[src/rtl/core_bus_interface.sv]
// ---------------------------------------------------------------------------
// core_bus_interface
//
// Adapts the core's request-and-hold load/store ports to a registered
// valid/ready bus. The core is stalled while a transfer is in flight. A store
// and a load requested together are issued in that order. A bus error, or a
// slave that never answers, parks the block in a sticky FAULT state that only
// reset clears.
//
// Ports
//   clk, reset            : clock, synchronous active-high reset
//   core_read_request     : load request, held until core_done
//   core_read_address     : load address
//   core_write_request    : store request, held until core_done
//   core_write_address    : store address
//   core_write_data       : store data
//   core_write_mask       : bit-granular store mask
//   core_read_data        : registered load result, valid with core_done
//   core_done             : one-cycle completion pulse
//   stall                 : core must hold its state
//   fault                 : sticky bus-error / timeout flag
//   bus_valid/bus_write   : request valid / 1 = store
//   bus_address           : request address
//   bus_write_data/mask   : store data and mask
//   bus_ready             : slave completes the request this cycle
//   bus_read_data         : load data, sampled on handshake
//   bus_error             : slave error, sampled on handshake
// ---------------------------------------------------------------------------
module core_bus_interface #(
    parameter int DATA_WIDTH     = 32,
    parameter int ADDR_WIDTH     = 32,
    parameter int TIMEOUT_CYCLES = 255
) (
    input  logic                  clk,
    input  logic                  reset,
    input  logic                  core_read_request,
    input  logic [ADDR_WIDTH-1:0] core_read_address,
    input  logic                  core_write_request,
    input  logic [ADDR_WIDTH-1:0] core_write_address,
    input  logic [DATA_WIDTH-1:0] core_write_data,
    input  logic [DATA_WIDTH-1:0] core_write_mask,
    output logic [DATA_WIDTH-1:0] core_read_data,
    output logic                  core_done,
    output logic                  stall,
    output logic                  fault,
    output logic                  bus_valid,
    output logic                  bus_write,
    output logic [ADDR_WIDTH-1:0] bus_address,
    output logic [DATA_WIDTH-1:0] bus_write_data,
    output logic [DATA_WIDTH-1:0] bus_write_mask,
    input  logic                  bus_ready,
    input  logic [DATA_WIDTH-1:0] bus_read_data,
    input  logic                  bus_error
);

    // A zero timeout still needs a legal (1-bit) counter; it is simply unused.
    localparam int CNT_W = (TIMEOUT_CYCLES > 0) ? $clog2(TIMEOUT_CYCLES + 1) : 1;
    localparam logic [CNT_W:0] TO_LIM = (CNT_W + 1)'(TIMEOUT_CYCLES);

    typedef enum logic [2:0] {
        S_IDLE,
        S_WRITE,
        S_READ,
        S_RESPOND,
        S_FAULT
    } state_t;

    state_t                r_state;
    logic                  r_pending_read;
    logic [ADDR_WIDTH-1:0] r_read_address;
    logic [CNT_W-1:0]      r_count;
    logic [DATA_WIDTH-1:0] r_core_read_data;
    logic                  r_core_done;
    logic                  r_stall;
    logic                  r_fault;
    logic                  r_bus_valid;
    logic                  r_bus_write;
    logic [ADDR_WIDTH-1:0] r_bus_address;
    logic [DATA_WIDTH-1:0] r_bus_write_data;
    logic [DATA_WIDTH-1:0] r_bus_write_mask;

    logic                  w_handshake;
    logic [CNT_W:0]        w_count_inc;
    logic                  w_timeout;

    assign w_handshake = r_bus_valid & bus_ready;
    // Counter value after this waiting cycle; the fault is taken on the edge
    // that would complete the TIMEOUT_CYCLES-th wait, so bus_valid is high
    // for exactly TIMEOUT_CYCLES cycles against a dead slave.
    assign w_count_inc = {1'b0, r_count} + (CNT_W + 1)'(1);
    assign w_timeout   = (TIMEOUT_CYCLES != 0) && (w_count_inc >= TO_LIM);

    always_ff @(posedge clk) begin
        if (reset) begin
            r_state          <= S_IDLE;
            r_pending_read   <= 1'b0;
            r_read_address   <= '0;
            r_count          <= '0;
            r_core_read_data <= '0;
            r_core_done      <= 1'b0;
            r_stall          <= 1'b0;
            r_fault          <= 1'b0;
            r_bus_valid      <= 1'b0;
            r_bus_write      <= 1'b0;
            r_bus_address    <= '0;
            r_bus_write_data <= '0;
            r_bus_write_mask <= '0;
        end else begin
            r_core_done <= 1'b0;
            case (r_state)
                S_IDLE: begin
                    r_count <= '0;
                    if (core_write_request) begin
                        // Store goes first; a simultaneous load is remembered.
                        r_state          <= S_WRITE;
                        r_bus_valid      <= 1'b1;
                        r_bus_write      <= 1'b1;
                        r_bus_address    <= core_write_address;
                        r_bus_write_data <= core_write_data;
                        r_bus_write_mask <= core_write_mask;
                        r_pending_read   <= core_read_request;
                        r_read_address   <= core_read_address;
                        r_stall          <= 1'b1;
                    end else if (core_read_request) begin
                        r_state       <= S_READ;
                        r_bus_valid   <= 1'b1;
                        r_bus_write   <= 1'b0;
                        r_bus_address <= core_read_address;
                        r_stall       <= 1'b1;
                    end else begin
                        r_stall <= 1'b0;
                    end
                end
                S_WRITE, S_READ: begin
                    if (w_handshake) begin
                        if (bus_error) begin
                            r_state     <= S_FAULT;
                            r_bus_valid <= 1'b0;
                            r_fault     <= 1'b1;
                        end else if (r_state == S_WRITE && r_pending_read) begin
                            // Chain straight into the load without dropping valid.
                            r_state        <= S_READ;
                            r_pending_read <= 1'b0;
                            r_bus_write    <= 1'b0;
                            r_bus_address  <= r_read_address;
                            r_count        <= '0;
                        end else begin
                            if (r_state == S_READ) begin
                                r_core_read_data <= bus_read_data;
                            end
                            r_state     <= S_RESPOND;
                            r_bus_valid <= 1'b0;
                            r_stall     <= 1'b0;
                            r_core_done <= 1'b1;
                        end
                    end else if (w_timeout) begin
                        r_state     <= S_FAULT;
                        r_bus_valid <= 1'b0;
                        r_fault     <= 1'b1;
                    end else if (r_count != '1) begin
                        r_count <= r_count + 1'b1;
                    end
                end
                S_RESPOND: begin
                    r_state <= S_IDLE;
                end
                S_FAULT: begin
                    r_state     <= S_FAULT;
                    r_bus_valid <= 1'b0;
                    r_stall     <= 1'b1;
                    r_fault     <= 1'b1;
                end
                default: begin
                    r_state <= S_IDLE;
                end
            endcase
        end
    end

    assign core_read_data = r_core_read_data;
    assign core_done      = r_core_done;
    assign stall          = r_stall;
    assign fault          = r_fault;
    assign bus_valid      = r_bus_valid;
    assign bus_write      = r_bus_write;
    assign bus_address    = r_bus_address;
    assign bus_write_data = r_bus_write_data;
    assign bus_write_mask = r_bus_write_mask;

endmodule

[config.mk]
export PLATFORM = sky130hd
export DESIGN_NAME = core_bus_interface
export DESIGN_NICKNAME = d
export VERILOG_FILES = /design/src/rtl/core_bus_interface.sv
export SDC_FILE = /design/constraint.sdc
export NUM_CORES = 1
export LEC_CHECK = 0
export ABC_AREA = 1
export CAP_MARGIN = 40
export CORE_ASPECT_RATIO = 1.75
export CORE_MARGIN = 8
export CORE_UTILIZATION = 43
export DETAILED_ROUTE_END_ITERATION = 8
export PLACE_DENSITY = 0.8
export SYNTH_ARGS = -nofsm -noshare
export SYNTH_HDL_FRONTEND = slang
export SYNTH_SLANG_ARGS = --single-unit
[constraint.sdc]
create_clock -name clk -period 3.9 [get_ports clk]
set_input_delay 0.39 -clock clk [delete_from_list [all_inputs] [get_ports clk]]
set_output_delay 0.39 -clock clk [all_outputs]
set_load 0.01 [all_outputs]
==> metrics.md <==
| Metric | Value |
|---|---|
| Remaining global-route overflow | 0 |
| Shortest clock period the worst path allows after layout | about 2.4 ns |
| Sequential cell area | between 0.003 and 0.004 mm² |
| CP Data Arrival Time | 2.80 ns |
| Detailed-placement wirelength estimate | approximately 18 mm |
| Worst Path Required | roughly 4.3 ns |
| Hold Fails Final Rpt | 0 |
| Fin. max-slew vios | 0 |
| Area of the placeable core | roughly 0.017 mm² |
| Dominant cells by area after synthesis | dfxtp_1 (48%), a21oi_1 (12%), nand2_1 (10%) |
| Share of synthesized cell area in and, or, nand and nor gates | 23.6% |
| Synthesis-to-layout area growth | 49.9% |
| Clock skew after layout | between 0.01 and 0.015 ns |
| Complex-gate fraction of the synthesized area | between 20% and 30% |
| Endpoint type of the worst setup path | flop |
| I/O pin cnt | roughly 300 |
| DRC violations left | 0 |
| Tot GR Track Use | between 20% and 30% |
| Last weighted congestion value of the routability-driven placer | about 0.85 |
| Proportion of synthesized area in mux cells | 0% |
| Count of distinct cell types in the synthesized netlist | 29 |
| Maximum cell stage delay along the critical path | ~0.54 ns |
| Die width | roughly 110 µm |
| Standard cell with the maximum stage delay on the critical path | buf_4 |
| RSZ-0062 raised after global routing | false |
| Depth of the CTS H-tree | 4 |
| Area used by multi-input combinational logic | 0.00326 mm² |
| Final WL | 25.7 mm |
| Area enclosed by the die boundary | ~0.022 mm² |
| Number of antenna violations at the first check in global routing | 3 |
| Worst min-delay path class | flop to flop |
| Per-instance average area after synthesis | roughly 7.3 µm² |
| Fin crit share | 62.6% |
| Commonest non-fill, non-tap cell in the layout | clkdlybuf4s50_1 |
| Sequential element share of the synthesized area | between 40% and 50% |
| Synth Register Bits | ~180 |
| Total clock sinks | 177 |
| Worst VDD drop | approximately 0.59 mV |
| Share of synthesized registers carrying an async set or reset | 0% |
| Count of flip-flops with a built-in enable after synthesis | 0 |
| Hold-fix buffers at CTS | 0 |
| Post-Synthesis Cells | slightly above 1000 |
| Number of gates resized after cts | 0 |
| Worst Reg-to-Reg Cells | 10 |
| Number of nets in the finished design | between 1000 and 1500 |
| Cell count of the worst hold path | 2 |
| Share of cells above drive strength 1 | 4.93% |
| Max-capacitance violation count | 0 |
| Number of routed nets with antenna violations | 0 |
| TritonCTS clock tree | done |
| Filler cells | ~1500 |
| Pin count of the biggest net entering global routing | 79 |
| Leading cell types in the layout, fill and taps excluded | clkdlybuf4s50_1 (296), nand2_1 (202), dfxtp_1 (177) |
| DR vias | 7867 |
| Total Negative Setup Slacks | 0 ns |
| Arithmetic-cell share of the synthesized area counting full adders, half adders and majority gates | less than 1% |
| Post-detailed-placement cell area | 0.0105 mm² |
| Clock Latency Late Sink | 0.43 ns |
| Status | completed |
| Series of cell instances along the critical path | nor2_1, nand2_1, inv_2, buf_4, o21ai_1, inv_2, buf_4, o21ai_0, nand3b_1, a21oi_1 |
| Final number of setup-violating endpoints | 0 |
| Clock buffer depth | 2 |
| Post-synth top area share | between 40% and 50% |
| Worst hold margin | around 0.45 ns |
| Slew HR | 41.5% |
| Max Clk Rate | 0.410 GHz |
| Pwr/cell area | approximately 690 mW/mm² |
| Final design area excluding fillers | approximately 0.011 mm² |
| Via count of the first global-routing pass | about 7700 |
| Clock transition at path regs | 0.07 ns |
| Transition time at the pin with the least slew margin | slightly below 0.9 ns |
| Initial core utilization | a little over two fifths |
| Number of clock buffers inserted by TritonCTS | 17 |
| Root Buffer Master | clkbuf_16 |
| First-pass iteration count of the detailed router | 9 |
| Dominant combinational cell family by area after synthesis | simple AND/OR/NAND/NOR gates |
| WL per Instance | 17.1 µm |
| Global-route wire length before repair | between 30 and 40 mm |
| Most common flop cell mapped by yosys | dfxtp_1 |
| Post-synthesis instance area | between 0.007 and 0.008 mm² |
| Startpoint kind of the worst setup timing path | flop |
| Post-CTS setup buffers | 0 |
| # port buffers | 298 |
| Synthesized Nets | 1181 |
| Final core utilization | approximately two thirds |
| Maximum net fanout on the critical path | 67 |
| Number of warning messages in the yosys log | 0 |
| Area leader, netlist | dfxtp_1 |
| Y dimension of the die | about 190 µm |
| Vias per cell | approximately 5.2 |
| Fraction of synthesized cell area in xor and xnor cells | less than 1% |
| Detailed Route Iter0 Violations | 525 |
| Class of the most critical setup path | flop to flop |
| Static Leak | around 4.2 nW |
| Number of standard-cell rows in the floorplan | 63 |
-- stage by stage --
step / setup WS [ns] / instances / total power, W
after floorplan: 2.23 / 1013 / 0.00459
after global placement: 1.31 / 1468 / 0.00583
after detailed placement: 1.29 / 1473 / 0.00594
after CTS: 1.45 / 1505 / 0.00762
after global routing: 1.22 / 1505 / 0.00807
final: 1.46 / 1506 / 0.00757
-- worst paths after layout --
kind | startpoint | to | slack [ns]
worst max-delay path | r_state[0] | r_pending_read | 1.46
worst min-delay path | r_read_address[9] | r_read_address[9] | 0.45
worst max register to register | r_state[0] | r_pending_read | 1.46
worst min register to register | r_read_address[9] | r_read_address[9] | 0.45
-- area by class of cell --
type	count	share of cell area, %
Clock buffer	19	4.01
Tap cell	227	2.57
Multi-Input combinational cell	701	29.5
Antenna cell	1	0.0227
Clock inverter	13	1.14
Timing Repair Buffer	311	28.7
Sequential cell	177	32.1
Inverter	57	1.94
-- report_power, final --
| group | switching (W) | internal (W) | leakage, nW |
|---|---|---|---|
| clock | 0.000763 | 0.000910 | 0.273 |
| combinational | 0.00202 | 0.00135 | 2.49 |
| sequential | 0.000242 | 0.00228 | 1.45 |
| total | 0.00303 | 0.00454 | 4.21 |
-- layer usage --
metal  wire length, µm  track usage, %
met4               581            8.44
met1              9240            24.4
met2             13400            40.5
met5                41               0
met3              2460            8.71
-- kinds of logic (layout without fill, tap and decap cells) --
family                   Yosys count  after routing
AO/OA/AOI/OAI                    278            278
adder cells (fa/ha/maj)            2              2
flip-flops                       177            177
AND/OR/NAND/NOR                  420            420
buffers and inverters            135            400
other                              0              1
XOR/XNOR                           1              1
-- registers in the layout, indices dropped and copies added, names as in the netlist, 3 cells and up --
register,cells
r_count,8
r_read_address,32
core_read_data,32
bus_write_mask,32
r_state,3
bus_address,32
bus_write_data,32
-- synthesized netlist by cell type, types with 2 or more instances --
library cell and instances:
nand2_1 203, dfxtp_1 177, a21oi_1 174, nor2_1 117, nand3_1 82, o21ai_0 67, inv_1 53, clkbuf_1 41
o211ai_1 32, buf_2 29, nand2_2 6, nand4_1 4, buf_1 3, buf_4 3, inv_2 3, buf_6 2
ha_1 2, nand3_2 2, nor2_2 2, o21bai_1 2
-- critical path: cells and delay by family (launching register included) --
family                 cells  cell delay (ns)
AO/OA/AOI/OAI              3             0.49
buffers and inverters      4             1.09
flip-flops                 1             0.34
AND/OR/NAND/NOR            3             0.45
No activity file was read; power rests on OpenSTA's default activity.
